===== src/rtl/simple_spi_slave.sv =====
// SPI mode-0 slave, MSB first, oversampled by system_clk; pins pass through 2-FF sync + edge-detect stage.
// Latency: pin edges act 2-3 cycles late; value_valid/value_mosi appear 1 cycle after the last synced rise.
module simple_spi_slave #(
   parameter int WIDTH = 8
) (
   input  logic             system_clk,
   input  logic             system_nrst,
   input  logic             pin_ncs,
   input  logic             pin_clk,
   input  logic             pin_mosi,
   output logic             pin_miso,
   output logic             pin_miso_en,
   input  logic [WIDTH-1:0] value_miso,
   output logic [WIDTH-1:0] value_mosi,
   output logic             cs_active,
   output logic             cs_start,
   output logic             cs_stop,
   output logic             value_valid
);

   localparam int CW = (WIDTH > 2) ? $clog2(WIDTH) : 1;

   // [0],[1] form the synchronizer; [2] is the previous synced value for edge detection
   logic [2:0]       ncs_sync_q;
   logic [2:0]       clk_sync_q;
   logic [2:0]       mosi_sync_q;

   logic             cs_active_q,   cs_active_d;
   logic             cs_start_q,    cs_start_d;
   logic             cs_stop_q,     cs_stop_d;
   logic             value_valid_q, value_valid_d;
   logic [WIDTH-1:0] value_mosi_q,  value_mosi_d;
   logic [WIDTH-1:0] rx_q,          rx_d;
   logic [WIDTH-1:0] tx_q,          tx_d;
   logic [CW-1:0]    cnt_q,         cnt_d;

   logic ncs_fall, ncs_rise, sclk_rise, sclk_fall, mosi_bit;

   assign ncs_fall  =  ncs_sync_q[2] & ~ncs_sync_q[1];
   assign ncs_rise  = ~ncs_sync_q[2] &  ncs_sync_q[1];
   assign sclk_rise = ~clk_sync_q[2] &  clk_sync_q[1];
   assign sclk_fall =  clk_sync_q[2] & ~clk_sync_q[1];
   assign mosi_bit  =  mosi_sync_q[1];

   always_comb begin
      cs_active_d   = cs_active_q;
      cs_start_d    = 1'b0;
      cs_stop_d     = 1'b0;
      value_valid_d = 1'b0;
      value_mosi_d  = value_mosi_q;
      rx_d          = rx_q;
      tx_d          = tx_q;
      cnt_d         = cnt_q;

      // cs_stop wins over any clock edge landing in the same cycle
      if (ncs_rise) begin
         cs_active_d = 1'b0;
         cs_stop_d   = 1'b1;
      end else if (ncs_fall) begin
         cs_active_d = 1'b1;
         cs_start_d  = 1'b1;
         cnt_d       = '0;
         tx_d        = value_miso;
      end else if (cs_active_q) begin
         if (sclk_rise) begin
            rx_d = {rx_q[WIDTH-2:0], mosi_bit};
            if (cnt_q == CW'(WIDTH - 1)) begin
               cnt_d         = '0;
               value_mosi_d  = {rx_q[WIDTH-2:0], mosi_bit};
               value_valid_d = 1'b1;
            end else begin
               cnt_d = cnt_q + CW'(1);
            end
         end else if (sclk_fall) begin
            // counter at 0 here means a word just finished: reload for back-to-back words
            if (cnt_q == '0) tx_d = value_miso;
            else             tx_d = {tx_q[WIDTH-2:0], 1'b0};
         end
      end
   end

   always_ff @(posedge system_clk or negedge system_nrst) begin
      if (!system_nrst) begin
         ncs_sync_q    <= 3'b111;
         clk_sync_q    <= 3'b000;
         mosi_sync_q   <= 3'b000;
         cs_active_q   <= 1'b0;
         cs_start_q    <= 1'b0;
         cs_stop_q     <= 1'b0;
         value_valid_q <= 1'b0;
         value_mosi_q  <= '0;
         rx_q          <= '0;
         tx_q          <= '0;
         cnt_q         <= '0;
      end else begin
         ncs_sync_q    <= {ncs_sync_q[1:0], pin_ncs};
         clk_sync_q    <= {clk_sync_q[1:0], pin_clk};
         mosi_sync_q   <= {mosi_sync_q[1:0], pin_mosi};
         cs_active_q   <= cs_active_d;
         cs_start_q    <= cs_start_d;
         cs_stop_q     <= cs_stop_d;
         value_valid_q <= value_valid_d;
         value_mosi_q  <= value_mosi_d;
         rx_q          <= rx_d;
         tx_q          <= tx_d;
         cnt_q         <= cnt_d;
      end
   end

   assign cs_active   = cs_active_q;
   assign cs_start    = cs_start_q;
   assign cs_stop     = cs_stop_q;
   assign value_valid = value_valid_q;
   assign value_mosi  = value_mosi_q;
   assign pin_miso_en = cs_active_q;
   assign pin_miso    = cs_active_q & tx_q[WIDTH-1];

endmodule


===== config.mk =====
export PLATFORM = sky130hd
export DESIGN_NAME = simple_spi_slave
export DESIGN_NICKNAME = d
export VERILOG_FILES = /design/src/rtl/simple_spi_slave.sv
export SDC_FILE = /design/constraint.sdc
export NUM_CORES = 1
export LEC_CHECK = 0
export CAP_MARGIN = 5
export CORE_MARGIN = 1.5
export CORE_UTILIZATION = 40
export CTS_BUF_LIST = sky130_fd_sc_hd__clkbuf_8
export DETAILED_ROUTE_END_ITERATION = 10
export PLACE_DENSITY = 0.64
export SLEW_MARGIN = 30
export SYNTH_ARGS = -nofsm -noshare
export SYNTH_HDL_FRONTEND = slang
export SYNTH_SLANG_ARGS = --single-unit

===== constraint.sdc =====
create_clock -name system_clk -period 2.2 [get_ports system_clk]
set_input_delay 0.44 -clock system_clk [delete_from_list [all_inputs] [get_ports system_clk]]
set_output_delay 0.44 -clock system_clk [all_outputs]
set_load 0.01 [all_outputs]

; ---- After elaboration in Yosys (flattened, before gate mapping)
; Cells that the tools add are included.
; W data, S select, Z words.
[word_totals]
regBits = 38
latch_bits = 0
mem_bits_rw = 0
rom_bits = 0
out_inout_bits = 14
word_cells = 53
memories = 0
[op_classes]
addsub = 1
n_mul = 0
n_div = 0
magnitude_cmp = 0
n_eq_ne = 2
shifts = 0
n_mux = 19
n_bitwise = 11
reduce_logical = 9
[op_table]
columns = op, n
row1 = $mux W8, 5
row2 = $mux W3, 4
row3 = $mux W1, 10
row4 = $reduce_and A4 Y1, 2
row5 = $reduce_bool A2 Y1, 4
row6 = $not A1 Y1, 6
row7 = $and A1 B1 Y1, 5
row8 = $reduce_and A5 Y1, 1
row9 = $add A3 B1 Y3 const B, 1
row10 = $eq A3 B3 Y1 const B, 1
row11 = $logic_not A3 Y1, 1
row12 = $reduce_and A3 Y1, 1
row13 = $ne A2 B2 Y1 const B, 1

; ---- Longest topological paths before layout
[logic_depth]
word_depth = 6
mapped_depth = 7
mapped_depth_nobuf = 6

; ---- Worst setup path before layout
; OpenSTA, ideal clock, no wires.
[synth_timing]
path_type = register to register
startpoint = register ncs_sync_q[1]
endpoint = register value_mosi_q[0], in the netlist value_mosi[0]
t_arrival_ns = 1.573
t_required_ns = 2.075
path_slack_ns = 0.502
path_stages_with_launch = 6
n_path_buf = 0
period_less_slack_ns = 1.698
path_cell_list = dfstp_2 > inv_1 > ha_1 > nor3_4 > nand2_4 > mux2_2
[synth_via]
elab_chain_len = 4
[synth_lines]
columns = item, line_no
row1 = from (decl), 24  ; logic [2:0] ncs_sync_q;
row2 = from (signal assigned), 96  ; ncs_sync_q <= {ncs_sync_q[1:0], pin_ncs};
row3 = $not A1 Y1, 39  ; assign ncs_fall = ncs_sync_q[2] & ~ncs_sync_q[1];
row4 = $and A1 B1 Y1, 39
row5 = $not A1 Y1 (no source line), n/a
row6 = $reduce_and A5 Y1 (no source line) *, n/a
row7 = to (signal assigned), 103  ; value_mosi_q <= value_mosi_d;
row8 = to (decl), 32  ; logic [WIDTH-1:0] value_mosi_q, value_mosi_d;
; Every way passes the cells marked *; elsewhere a longest branch is shown, timed or not.
; A chain may end at the register's enable or synchronous reset.

; ---- Final worst setup path
[layout_timing]
startpoint = register cs_active_q, in the netlist cs_active
endpoint = output pin_miso
[layout_via]
elab_chain_len = 1
[layout_lines]
columns = item, line_no
row1 = from (decl), 28  ; logic cs_active_q, cs_active_d;
row2 = from (signal assigned), 99  ; cs_active_q <= cs_active_d;
row3 = $and A1 B1 Y1, 116  ; assign pin_miso = cs_active_q & tx_q[WIDTH-1];
row4 = to (decl), 11  ; output logic pin_miso,
; Every way passes these cells.

==> key figures <==
Run status
  – Status: completed

Clock network
  – Clock transition at path regs: 70 ps
  – Setup Buffers After CTS: 0
  – Clock H-tree levels: 2
  – Clk buf depth: 2
  – Hold_buf cts: 0
  – Clk_lat worst skew: 280 ps
  – Post-cts repair resize count: 0
  – Total CTS buffers: 5
  – CTS root buf: clkbuf_8
  – CTS tree: built
  – Clock sinks: 38

Floorplan
  – Chip Width: 64.4 um
  – Full die area: 4150 um2
  – Height of the die: 64.4 um
  – Initial Util: 41.5%
  – I/O pin total: 27
  – # rows: 22
  – Core Region: 3630 um2

Critical path
  – Delay-heaviest family, CP: buffers and inverters
  – CP Cell Sequence: and2_2 > clkdlybuf4s50_1
  – Reg-to-reg setup timing slack: 400 ps
  – RR Endpoint: tx_q[6]
  – WP data required: 1760 ps
  – Crit path largest cell delay: 520 ps
  – Startpoint Class: flop
  – CP Capture Type: output port
  – WP buf/inv: 1
  – Category of the most critical setup path: flop to output port
  – Critical Path AT: 1380 ps
  – Cell type of the slowest stage on the worst timing path: clkdlybuf4s50_1
  – Reg-to-Reg Start: ncs_sync_q[1]
  – Worst r2r path cells: 5
  – Worst-path maximum fanout: 6

Timing
  – Slew Limit Fails: 0
  – Final Hold Vio Count: 0
  – Max-slew headroom: 45.0%
  – Setup Skew: 8.31 ps
  – Fmax: 0.551 GHz
  – Final setup TNS: 0 ps
  – Slew @ Worst Pin: 825 ps
  – Final setup fails: 0
  – Minimum clock period: 1820 ps
  – WHS: 253 ps
  – RSZ-0062 raised after global routing: false
  – Final period util: 82.5%

Pwr
  – PwrDens: 833 nW/um2
  – Psw: 0.409 mW
  – Flop pwr share: 54.7%
  – Clock network power share: 29.3%
  – P_leak: 0.927 nW
  – Power Internal: 1.18 mW
  – Logic gate share of total power: 16.0%
  – Switching Share: 25.8%
  – Worst IR drop on VDD: 0.000443 V

Logic synthesis
  – Top cell type's share of synthesized area: 58.1%
  – Top cells by area, synth: dfrtp_1, mux2_2, mux2i_1
  – Syn_nets: 139
  – Yosys warning count: 0
  – Most common flop cell mapped by yosys: dfrtp_1
  – Synth async-reset ratio: 100%
  – Area leader, netlist: dfrtp_1
  – Cell with the most instances after synthesis: dfrtp_1
  – Count of unique library cells instantiated by Yosys: 21
  – Most instantiated cells after synthesis: dfrtp_1, nand2_1, inv_1, mux2_2
  – Register bit total from synthesis: 38
  – Synth Instances: 121
  – Post-synthesis sequential area ratio: 63.3%
  – Post-Syn Area per Cell: 12.5 um2
  – Post-synth EDFFs: 0
  – Cell Area, Synth: 1510 um2

Drt
  – Final WL: 2410 um
  – Residual DRC: 0
  – Router iterations before antenna repair: 2
  – Starting DRT DRC Count: 13
  – Routed length on met2: 1150 um
  – Uppermost layer routed: met3
  – Vias per cell: 4.69
  – Via count: 943
  – Met3 wire len: 133 um
  – Routed Antenna Nets: 0
  – Met1 Wirelength: 1130 um
  – Avg WL per Cell: 12.0 um

Finish
  – Layout fillers: 339
  – Footprint of the multi-input gates: 502 um2
  – Sequential cell area: 955 um2
  – Nets@finish: 170
  – Share of cells above drive strength 1: 17.6%
  – Layout area overhead: 26.2%
  – Antenna cell count: 0

Hold path
  – HP Class: input pin to asynchronous set/reset pin

Run
  – Max-cap violations: 0

Global route
  – Largest net degree at the start of global routing: 39
  – Initial antenna violation count: 0
  – Vias in the first global route: 1002
  – Grt ovf: 0
  – Global-route usage over all layers: 14.0%
  – Global-route wire length before repair: 4420 um

Placed design
  – Detailed Place HPWL: 1670 um
  – I/O Buffers: 26
  – Placer's final routability congestion estimate: 0.740
[state kept, by name (all words and copies together) (netlist names)]
name         cells
cs_active        1
cs_stop          1
cnt_q            3
tx_q             8
rx_q             7
value_valid      1
ncs_sync_q       3
clk_sync_q       3
value_mosi       8
cs_start         1
mosi_sync_q      2
[layout by cell type, fill, tap and decap left out, types with 5 or more instances in the layout]
cell | netlist | layout
mux2i_1 | 8 | 8
inv_1 | 9 | 11
a21oi_1 | 7 | 7
ha_1 | 5 | 5
mux2_2 | 9 | 9
nand2_1 | 21 | 21
clkbuf_8 | 0 | 6
dfrtp_1 | 35 | 35
clkdlybuf4s50_1 | 0 | 25
nor2_1 | 8 | 8
[how the worst max path moves through the flow]
stage	cells past startpoint	slack, ps	start	to
final	2	380	cs_active	pin_miso
after global routing	5	280	ncs_sync_q[1]	tx_q[6]
after CTS	2	360	cs_active	pin_miso
after detailed placement	5	370	ncs_sync_q[1]	tx_q[6]
after global placement	5	430	ncs_sync_q[1]	tx_q[4]
after floorplan	5	500	ncs_sync_q[1]	value_mosi[0]
[kinds of logic after synthesis]
logic type               share of synthesized area [%]
AO/OA/AOI/OAI                                     5.64
AND/OR/NAND/NOR                                   11.5
adder cells (fa/ha/maj)                           4.15
buffers and inverters                             3.40
multiplexers                                      12.0
flip-flops                                        63.3
[stage by stage]
step	instance area (um2)	cells	util, %	power (mW)	setup slack [ps]
after floorplan	1510	121	-	1.03	502
after global placement	1810	193	49.9	1.13	432
after detailed placement	1810	193	49.9	1.14	367
after CTS	1900	201	52.4	1.62	361
after global routing	1900	201	52.4	1.69	277
final	1900	201	52.4	1.59	384
[final cells by class]
class	count	share of cell area, %
clock buffers	6	4.34
inverters	9	1.78
repair buffers	27	13.8
well taps	48	3.16
multi-input cells	71	26.4
clock inverters	2	0.394
flip-flops and latches	38	50.2
[per-layer routing]
layer | global-route usage (%) | vias up
met3 | 5.63 | 0
met4 | 3.99 | 0
met5 | 0 | -
met1 | 17.9 | 466
li1 | - | 459
met2 | 22.1 | 18
[power groups by stage]
stage / Clock (mW) / Sequential (mW) / Combinational, mW
CTS: 0.489 / 0.868 / 0.258
finish: 0.465 / 0.867 / 0.253
global placement: 0 / 0.877 / 0.248
floorplan: 0 / 0.863 / 0.172
global route: 0.520 / 0.884 / 0.289
detailed placement: 0 / 0.881 / 0.256
No activity file was read; power rests on OpenSTA's default activity.
